File: config.mk
export PLATFORM = sky130hd
export DESIGN_NAME = game_sequencer_flat
export DESIGN_NICKNAME = d
export VERILOG_FILES = /design/src/rtl/game_sequencer_if.sv /design/src/rtl/game_sequencer.sv /design/src/flat_wrapper.sv
export SDC_FILE = /design/constraint.sdc
export NUM_CORES = 1
export LEC_CHECK = 0
export CORE_MARGIN = 2
export CORE_UTILIZATION = 35
export DETAILED_ROUTE_END_ITERATION = 8
export SKIP_CTS_REPAIR_TIMING = 1
export SLEW_MARGIN = 20
export SYNTH_ARGS = -nofsm -noshare
export SYNTH_HDL_FRONTEND = slang
export SYNTH_SLANG_ARGS = --single-unit
File: constraint.sdc
create_clock -name clock -period 3.75 [get_ports clock]
set_input_delay 0.9375 -clock clock [delete_from_list [all_inputs] [get_ports clock]]
set_output_delay 0.9375 -clock clock [all_outputs]
set_load 0.02 [all_outputs]
File: src/rtl/game_sequencer_if.sv
// Game-side bus between the session sequencer and the attached minigame cores.
// Every per-game field is packed with game i at [i*W +: W].
//   game_estado     game -> sequencer  state code of each game
//   game_jogada     game -> sequencer  move count of each game
//   game_pontuacao  game -> sequencer  score of each game
//   game_pronto     game -> sequencer  game i has finished its session
//   jogar           sequencer -> game  one-cycle one-hot start pulse
interface game_sequencer_if #(
  parameter int unsigned N_GAMES = 4,
  parameter int unsigned EST_W   = 4,
  parameter int unsigned JOG_W   = 7,
  parameter int unsigned PTS_W   = 3
);

  logic [N_GAMES*EST_W-1:0] game_estado;
  logic [N_GAMES*JOG_W-1:0] game_jogada;
  logic [N_GAMES*PTS_W-1:0] game_pontuacao;
  logic [N_GAMES-1:0]       game_pronto;
  logic [N_GAMES-1:0]       jogar;

  // Sequencer side
  modport master (
    input  game_estado,
    input  game_jogada,
    input  game_pontuacao,
    input  game_pronto,
    output jogar
  );

  // Game-core side
  modport slave (
    output game_estado,
    output game_jogada,
    output game_pontuacao,
    output game_pronto,
    input  jogar
  );

endinterface

File: src/rtl/game_sequencer.sv
// Session sequencer for N_GAMES minigames. Latches difficulty and game selection,
// waits a fixed pre-game interval, pulses jogar for the selected game, supervises it
// with an optional timeout and muxes its estado/jogada/score buses to the board.
// Keeps a best-score register per game.
// Ports:
//   clock, reset_in          clock (rising edge), async active-low reset
//   iniciar                  start request
//   dificuldade_in           difficulty switch
//   minigame_in              game select switch
//   games                    game-side bus (master modport)
//   dificuldade, minigame    latched difficulty / selection
//   estado_out               displayed state code
//   jogada_out               jogadas of the latched game (combinational)
//   pontuacao_out            score captured at end of last session
//   recorde_out              best score of the latched game
//   fsm_state                current sequencer state
//   timeout                  last session ended by timeout
module game_sequencer #(
  parameter int unsigned N_GAMES         = 4,
  parameter int unsigned SEL_W           = 2,
  parameter int unsigned EST_W           = 4,
  parameter int unsigned JOG_W           = 7,
  parameter int unsigned PTS_W           = 3,
  parameter int unsigned INTERVAL_CYCLES = 2000,
  parameter int unsigned TIMEOUT_CYCLES  = 0,
  parameter int unsigned CNT_W           = 32
) (
  input  logic                 clock,
  input  logic                 reset_in,
  input  logic                 iniciar,
  input  logic                 dificuldade_in,
  input  logic [SEL_W-1:0]     minigame_in,
  game_sequencer_if.master     games,
  output logic                 dificuldade,
  output logic [SEL_W-1:0]     minigame,
  output logic [EST_W-1:0]     estado_out,
  output logic [JOG_W-1:0]     jogada_out,
  output logic [PTS_W-1:0]     pontuacao_out,
  output logic [PTS_W-1:0]     recorde_out,
  output logic [2:0]           fsm_state,
  output logic                 timeout
);

  localparam logic [2:0] S_INICIAL    = 3'd0;
  localparam logic [2:0] S_PREPARACAO = 3'd1;
  localparam logic [2:0] S_EXECUCAO   = 3'd2;
  localparam logic [2:0] S_FIM        = 3'd3;
  localparam logic [2:0] S_INTERVALO  = 3'd4;
  localparam logic [2:0] S_START      = 3'd5;

  localparam logic [CNT_W-1:0] IV_LAST = CNT_W'(INTERVAL_CYCLES - 1);
  localparam logic [CNT_W-1:0] TO_LAST = CNT_W'(TIMEOUT_CYCLES - 1);
  localparam bit               TO_EN   = (TIMEOUT_CYCLES != 0);

  logic [2:0]       state_q, state_nxt;
  logic [CNT_W-1:0] cnt_q;
  logic [SEL_W-1:0] minigame_q;
  logic             dificuldade_q;
  logic [PTS_W-1:0] pontuacao_q;
  logic             timeout_q;
  logic [PTS_W-1:0] recorde_q [N_GAMES];

  logic             sel_in_range_c;
  logic             end_ok_c;
  logic             end_to_c;
  logic             pronto_sel_c;
  logic [EST_W-1:0] est_sel_c;
  logic [JOG_W-1:0] jog_sel_c;
  logic [PTS_W-1:0] pts_sel_c;
  logic [PTS_W-1:0] rec_sel_c;

  // Per-game mux on the latched selection; an out-of-range selection reads as zero
  always_comb begin
    est_sel_c    = '0;
    jog_sel_c    = '0;
    pts_sel_c    = '0;
    rec_sel_c    = '0;
    pronto_sel_c = 1'b0;
    for (int i = 0; i < N_GAMES; i++) begin
      if (minigame_q == SEL_W'(i)) begin
        est_sel_c    = games.game_estado[i*EST_W +: EST_W];
        jog_sel_c    = games.game_jogada[i*JOG_W +: JOG_W];
        pts_sel_c    = games.game_pontuacao[i*PTS_W +: PTS_W];
        rec_sel_c    = recorde_q[i];
        pronto_sel_c = games.game_pronto[i];
      end
    end
  end

  // Selection switch points at an attached game (extra bit keeps the compare meaningful)
  always_comb begin
    sel_in_range_c = ({1'b0, minigame_in} < (SEL_W+1)'(N_GAMES));
  end

  // Next-state logic; end_ok_c / end_to_c flag the two kinds of FIM entry
  always_comb begin
    state_nxt = state_q;
    end_ok_c  = 1'b0;
    end_to_c  = 1'b0;
    case (state_q)
      S_INICIAL: begin
        if (iniciar) state_nxt = S_PREPARACAO;
      end
      S_PREPARACAO: begin
        if (sel_in_range_c) state_nxt = S_INTERVALO;
      end
      S_INTERVALO: begin
        if (cnt_q == IV_LAST) state_nxt = S_START;
      end
      S_START: begin
        state_nxt = S_EXECUCAO;
      end
      S_EXECUCAO: begin
        // A finishing game beats a coincident timeout
        if (pronto_sel_c) begin
          state_nxt = S_FIM;
          end_ok_c  = 1'b1;
        end else if (TO_EN && (cnt_q == TO_LAST)) begin
          state_nxt = S_FIM;
          end_to_c  = 1'b1;
        end
      end
      S_FIM: begin
        if (iniciar) state_nxt = S_PREPARACAO;
      end
      default: begin
        state_nxt = S_INICIAL;
      end
    endcase
  end

  // State register
  always_ff @(posedge clock or negedge reset_in) begin
    if (!reset_in) state_q <= S_INICIAL;
    else           state_q <= state_nxt;
  end

  // Interval/timeout counter: zero on every state change, counts while waiting
  always_ff @(posedge clock or negedge reset_in) begin
    if (!reset_in) begin
      cnt_q <= '0;
    end else if (state_nxt != state_q) begin
      cnt_q <= '0;
    end else if ((state_q == S_INTERVALO) || (state_q == S_EXECUCAO)) begin
      cnt_q <= cnt_q + CNT_W'(1);
    end
  end

  // Switches are tracked until the session leaves PREPARACAO
  always_ff @(posedge clock or negedge reset_in) begin
    if (!reset_in) begin
      minigame_q    <= '0;
      dificuldade_q <= 1'b0;
    end else if ((state_q == S_INICIAL) || (state_q == S_PREPARACAO)) begin
      minigame_q    <= minigame_in;
      dificuldade_q <= dificuldade_in;
    end
  end

  // Session result captured on FIM entry
  always_ff @(posedge clock or negedge reset_in) begin
    if (!reset_in) begin
      pontuacao_q <= '0;
      timeout_q   <= 1'b0;
    end else if (end_ok_c) begin
      pontuacao_q <= pts_sel_c;
      timeout_q   <= 1'b0;
    end else if (end_to_c) begin
      pontuacao_q <= '0;
      timeout_q   <= 1'b1;
    end
  end

  // Best score per game, updated only on a strictly higher normal finish
  always_ff @(posedge clock or negedge reset_in) begin
    if (!reset_in) begin
      for (int i = 0; i < N_GAMES; i++) recorde_q[i] <= '0;
    end else if (end_ok_c) begin
      for (int i = 0; i < N_GAMES; i++) begin
        if ((minigame_q == SEL_W'(i)) && (pts_sel_c > recorde_q[i])) begin
          recorde_q[i] <= pts_sel_c;
        end
      end
    end
  end

  // Start pulse decoded from the state register
  always_comb begin
    games.jogar = '0;
    if (state_q == S_START) begin
      for (int i = 0; i < N_GAMES; i++) begin
        if (minigame_q == SEL_W'(i)) games.jogar[i] = 1'b1;
      end
    end
  end

  // Display code: sequencer state before the game runs, game state afterwards
  always_comb begin
    estado_out = est_sel_c;
    if (state_q == S_INTERVALO) begin
      estado_out = EST_W'(1);
    end else if ((state_q == S_INICIAL) || (state_q == S_PREPARACAO)) begin
      estado_out = EST_W'(state_q);
    end
  end

  assign dificuldade   = dificuldade_q;
  assign minigame      = minigame_q;
  assign jogada_out    = jog_sel_c;
  assign pontuacao_out = pontuacao_q;
  assign recorde_out   = rec_sel_c;
  assign fsm_state     = state_q;
  assign timeout       = timeout_q;

endmodule

File: src/flat_wrapper.sv
// flat-port wrapper written by rule: the top's interface ports become plain ports
module game_sequencer_flat 
#(
  parameter int unsigned N_GAMES         = 4,
  parameter int unsigned SEL_W           = 2,
  parameter int unsigned EST_W           = 4,
  parameter int unsigned JOG_W           = 7,
  parameter int unsigned PTS_W           = 3,
  parameter int unsigned INTERVAL_CYCLES = 2000,
  parameter int unsigned TIMEOUT_CYCLES  = 0,
  parameter int unsigned CNT_W           = 32
)
  (clock, reset_in, iniciar, dificuldade_in, minigame_in, dificuldade, minigame, estado_out, jogada_out, pontuacao_out, recorde_out, fsm_state, timeout, games_game_estado, games_game_jogada, games_game_pontuacao, games_game_pronto, games_jogar);
  game_sequencer_if #(.N_GAMES(N_GAMES), .EST_W(EST_W), .JOG_W(JOG_W), .PTS_W(PTS_W)) games_i ();
  input  logic clock;
  input  logic reset_in;
  input  logic iniciar;
  input  logic dificuldade_in;
  input  logic [SEL_W-1:0] minigame_in;
  output logic dificuldade;
  output logic [SEL_W-1:0] minigame;
  output logic [EST_W-1:0] estado_out;
  output logic [JOG_W-1:0] jogada_out;
  output logic [PTS_W-1:0] pontuacao_out;
  output logic [PTS_W-1:0] recorde_out;
  output logic [2:0] fsm_state;
  output logic timeout;
  input wire logic [$bits(games_i.game_estado)-1:0] games_game_estado;
  input wire logic [$bits(games_i.game_jogada)-1:0] games_game_jogada;
  input wire logic [$bits(games_i.game_pontuacao)-1:0] games_game_pontuacao;
  input wire logic [$bits(games_i.game_pronto)-1:0] games_game_pronto;
  output wire logic [$bits(games_i.jogar)-1:0] games_jogar;
  assign games_i.game_estado = games_game_estado;
  assign games_i.game_jogada = games_game_jogada;
  assign games_i.game_pontuacao = games_game_pontuacao;
  assign games_i.game_pronto = games_game_pronto;
  assign games_jogar = games_i.jogar;
  game_sequencer #(.N_GAMES(N_GAMES), .SEL_W(SEL_W), .EST_W(EST_W), .JOG_W(JOG_W), .PTS_W(PTS_W), .INTERVAL_CYCLES(INTERVAL_CYCLES), .TIMEOUT_CYCLES(TIMEOUT_CYCLES), .CNT_W(CNT_W)) u_core (.clock(clock), .reset_in(reset_in), .iniciar(iniciar), .dificuldade_in(dificuldade_in), .minigame_in(minigame_in), .games(games_i), .dificuldade(dificuldade), .minigame(minigame), .estado_out(estado_out), .jogada_out(jogada_out), .pontuacao_out(pontuacao_out), .recorde_out(recorde_out), .fsm_state(fsm_state), .timeout(timeout));
endmodule
* Word-level counts from Yosys, hierarchy flattened
Index checks and enable logic that the tools add are counted.
Operators by class: $add $sub $neg 1, magnitude comparators 4, equal/unequal tests 10, muxes and demuxes 35, reductions and logical operators 14
Operator list (count):
- 32-bit 2-to-1 mux | 2
- 3-bit 2-to-1 mux | 11
- 32-bit by 1-bit adder with 32-bit output, second input constant | 1
- 32-bit by 11-bit == test with 1-bit output, second input constant | 1
- 4-bit 2-to-1 mux | 7
- 7-bit 2-to-1 mux | 4
- 3-bit case mux with 5 select lines | 1
- 3-bit greater-than comparator | 4
- 1-bit 2-to-1 mux | 10
- 2-bit AND reduction | 4
- 3-bit by 2-bit == test with 1-bit output, second input constant | 2
- 3-bit == test, second input constant | 2
- 2-bit == test, second input constant | 2
- 1-bit logical AND | 4
- 3-bit by 1-bit == test with 1-bit output, second input constant | 1
- 3-bit logical NOT | 1
- 3-bit inequality test | 1
- 2-bit by 1-bit == test with 1-bit output, second input constant | 1
- 2-bit logical NOT | 1
- 1-bit logical OR | 2
- 2-bit nonzero test | 1
- 2-bit OR reduction | 1
Storage, ports and cells: flip-flop bits (word level) 53, input port bits 66, output and inout bits 28, word-level logic and storage cells 73

* Logic depth before layout (Yosys ltp)
depth in word-level cells 9, depth in mapped cells 9, mapped depth without buffers 8

* Least setup slack after synthesis
OpenSTA, ideal clock, no wires.
path type reg2out, from reg u_core.minigame_q[1], in the netlist u_core.minigame[1], to out games_jogar[2], arrival 1.943 ns, required time 2.812 ns, setup slack 0.870 ns, stages on the path, launching flop included 5, path buffers 3, path through dfrtp_1 > clkbuf_1 > clkbuf_1 > buf_1 > nor3b_1
Between the ends: word-level cells in the longest chain between the ends 3
Ends and longest elaborated chain:
- start, declared | line game_sequencer.sv:57 | logic [SEL_W-1:0] minigame_q;
- start signal, assigned | line game_sequencer.sv:155 | minigame_q <= minigame_in;
- 2-bit == test | line game_sequencer.sv:192 | if (minigame_q == SEL_W'(i)) games.jogar[i] = 1'b1;
- 1-bit 2-to-1 mux | line game_sequencer.sv:192
- 4-bit 2-to-1 mux | line game_sequencer.sv:190 | if (state_q == S_START) begin
- end, declared | line flat_wrapper.sv:32 | output wire logic [$bits(games_i.jogar)-1:0] games_jogar;
Every way passes these cells.

* Worst setup path in the final report
from in games_game_estado[12], to out estado_out[0]
Between the ends: word-level cells in the longest chain between the ends 3
Ends and longest elaborated chain:
- start, declared | line flat_wrapper.sv:28 | input wire logic [$bits(games_i.game_estado)-1:0] games_game_estado;
- 4-bit 2-to-1 mux | line game_sequencer.sv:80 | if (minigame_q == SEL_W'(i)) begin
- 4-bit 2-to-1 mux | line game_sequencer.sv:202 | end else if ((state_q == S_INICIAL) || (state_q == S_PREPARACAO)) begin
- 4-bit 2-to-1 mux | line game_sequencer.sv:200 | if (state_q == S_INTERVALO) begin
- end, declared | line flat_wrapper.sv:22 | output logic [EST_W-1:0] estado_out;
Every way passes these cells.

==> key figures <==
Run status
  – Status: complete, no violations

Floorplan
  – Die ar.: 0.01054 mm²
  – I/O pin count: 94
  – DIE HEIGHT: approximately 100 µm
  – Die Width: between 100 and 150 µm
  – CORE AREA: 0.009594 mm²
  – Initial Util: a little over a third
  – Rows: 36

Layout
  – FF+latch area: 0.001326 mm²
  – Area Overhead vs Synth: 34.45%
  – Share of cells above drive strength 1: 15.50%
  – End-of-flow core utilization: 47.74%
  – Fillers: roughly 910
  – ANT cells: 0
  – Area occupied by multi-input gates: just under 0.002 mm²
  – NumNets Final: 491

Global routing
  – Vias in the first global route: 2958
  – Initial antenna violation count: 0
  – Largest net degree at the start of global routing: 38
  – Total GRT Usage: 16.11%
  – Grt ovf: 0
  – First-pass GRT wire length: 13480 µm

Logic synthesis
  – Cells after synthesis: 319
  – Register area share after synthesis: between 30% and 40%
  – EDFF count, synth: 0
  – Synthesized cell area: between 0.003 and 0.004 mm²
  – Yosys top cell area share: 38.93%
  – Area leader, netlist: dfrtp_1
  – Syn_area_per_cell: 10.68 µm²
  – Post-Syn Nets: 398
  – Async S/R FF share, synth: 100.0%
  – FF+latch count, synth: 53
  – Main synth FF type: dfrtp_1
  – Synth warn: 0
  – Synth area leaders: dfrtp_1 (39%), mux4_2 (12%), mux2_2 (6.3%)
  – Cell with the most instances after synthesis: dfrtp_1
  – Unique masters post-synth: 45
  – Most common library cells after synthesis: dfrtp_1 (53), nor2_1 (36), mux2_2 (19), nand2_1 (19), xor2_1 (19)

Timing
  – Slew headroom: about two fifths
  – Worst Tran Pin Value: just under 0.9 ns
  – RSZ-0062 raised after global routing: false
  – Setup TNS: 0 ns
  – Fmax: ~0.28 GHz
  – Final min period: 3.530 ns
  – Final setup viols: 0
  – Period utilisation layout: between 90% and 100%
  – Clock skew: around 0.0047 ns
  – PnR worst setup slack: about 0.22 ns
  – Hold Fails Final Rpt: 0
  – Slew Viols, Final: 0

CTS
  – CTS sink cnt: between 50 and 60
  – Worst skew pair latency: 0.31 ns
  – Num CTS Buffers: 5
  – CTS clock-pin slew for the worst setup and hold paths: 0.10 ns
  – H-tree depth reported by CTS: 2
  – CTS tree: built
  – Root Driver: clkbuf_8
  – CTS Buffer Depth: 2

Detailed routing
  – Initial DRC Count: 105
  – Via count: 2821
  – Vias per inst: 5.167
  – Wire length on met1: 3546 µm
  – Post-DRT Antenna Nets: 0
  – Met2 WL: 4065 µm
  – Residual DRC: 0
  – Final wirelength: 8248 µm
  – DR WL met3: 536 µm
  – Top layer used by detailed routing: met4
  – First drt pass iteration count: 4
  – WL/cell: 15.11 µm

Worst setup path
  – Slowest stage delay, CP: about 0.58 ns
  – Crit path depth: 5
  – Critical Path AT: 2.59 ns
  – CP top delay family: buffers and inverters
  – Worst Path Required: 2.81 ns
  – CP endpoint kind: output pin
  – Setup Crit Path Kind: in2out
  – Slowest stage cell on the critical path: clkdlybuf4s50_1
  – R2R cell count: 7
  – Worst path bufs/invs: 2
  – Worst Path Max Fanout: 1
  – Startpoint types: input pin
  – R2R setup slack: between 0.6 and 0.7 ns
  – Worst path cell trace: clkdlybuf4s50_1 -> mux4_2 -> o21ai_0 -> o21ai_0 -> clkdlybuf4s50_1

Power
  – Pint: around 1700 µW
  – Clock Power Share: 11.9%
  – Overall Power: around 2800 µW
  – Leakage: ~0.0018 µW
  – Comb pwr share: 57.7%
  – Flop pwr share: 30.4%
  – Max VDD drop: 287.2 µV
  – Sw Ratio: 41.59%
  – Pwr Density: about 620 mW/mm²
  – NetSw: 1183 µW

Place
  – Dpl hpwl: 6344 µm
  – DP Worst Slack: 0.2151 ns
  – PortBufs: 92
  – Placer congestion estimate: around 0.84

Worst hold path
  – Min-delay worst type: reg2reg
  – WHS Path Cells: 1

Job
  – Max-cap violations: 0
-- worst paths after layout --
path,start,endpoint
hold reg to reg,u_core.pontuacao_out[1],u_core.pontuacao_out[1]
setup / recovery,games_game_estado[12],estado_out[0]
setup reg to reg,u_core.minigame[1],u_core.recorde_q[4]
max in group asynchronous,reset_in,u_core.cnt_q[16]
min in group asynchronous,reset_in,u_core.recorde_q[1]
hold / removal,u_core.pontuacao_out[1],u_core.pontuacao_out[1]
-- cell usage in the layout (no fill, tap or decap), drive strengths merged, types with 3 or more instances in the layout --
cell type / Yosys / routed
nand2: 19 / 19
mux2: 19 / 19
o21ai: 6 / 6
nor2b: 6 / 6
dfrtp: 53 / 53
nand4: 15 / 15
nor4: 11 / 11
nor4b: 3 / 3
ha: 13 / 13
mux4: 18 / 18
nor2: 39 / 39
xor2: 19 / 19
xnor2: 14 / 14
a21oi: 7 / 7
inv: 15 / 17
clkdlybuf4s50: 0 / 91
nand3: 12 / 12
or3: 3 / 3
buf: 10 / 8
and3: 5 / 5
clkbuf: 3 / 5
a21o: 3 / 3
nor3: 7 / 7
-- routing by layer --
layer	up-vias	track usage, %
li1	1348	-
met1	1394	19.96
met2	72	28.91
met3	7	2.983
met4	0	4.103
met5	-	0
-- worst register-to-register path: stages, from the launching register on --
cell and delay [ns]:
dfrtp_1 0.83, mux4_2 0.74, ha_1 0.34, nor2b_1 0.15
o21a_1 0.12, o21ai_0 0.06, nor3_1 0.35, mux2_2 0.39
-- state kept, by name (all words and copies together) (netlist names) --
register and flops:
u_core.cnt_q 32, u_core.fsm_state 3, u_core.pontuacao_out 3, u_core.minigame 2, u_core.recorde_q 12, u_core.dificuldade 1
-- through the flow --
stage               cell area, µm²  hold slack (ns)  instances
global route                  4581           0.5684        546
floorplan                     3407           0.4979        319
detailed placement            4487           0.5015        538
CTS                           4581           0.5351        546
finish                        4581           0.5218        546
global placement              4487           0.4964        538
-- power groups by stage --
stage	Clock, µW	Sequential (µW)	Combinational [µW]
floorplan	0	817	1100
global placement	0	874	1620
detailed placement	0	879	1660
CTS	355	868	1660
global route	378	889	1800
finish	339	864	1640
-- logic make-up (layout without fill, tap and decap cells) --
logic type / Yosys count / after routing / share of synthesized area [%]
adders and majority gates: 13 / 13 / 4.774
AOI/OAI and AO/OA: 21 / 21 / 3.709
xor gates and xnor gates: 33 / 33 / 8.483
DFF: 53 / 53 / 38.93
muxes: 38 / 38 / 18.47
buffers and inverters: 28 / 122 / 3.635
other: 1 / 1 / 0.1101
and+or+nand+nor: 132 / 132 / 21.89
-- area by class of cell --
cell class,count,area share [%]
Timing Repair Buffer,99,21.41
Sequential cell,53,28.95
Tap cell,133,3.633
Multi-Input combinational cell,238,42.72
Inverter,15,1.229
Clock inverter,3,0.5463
Clock buffer,5,1.502
Power figures use the tool's default switching activity.
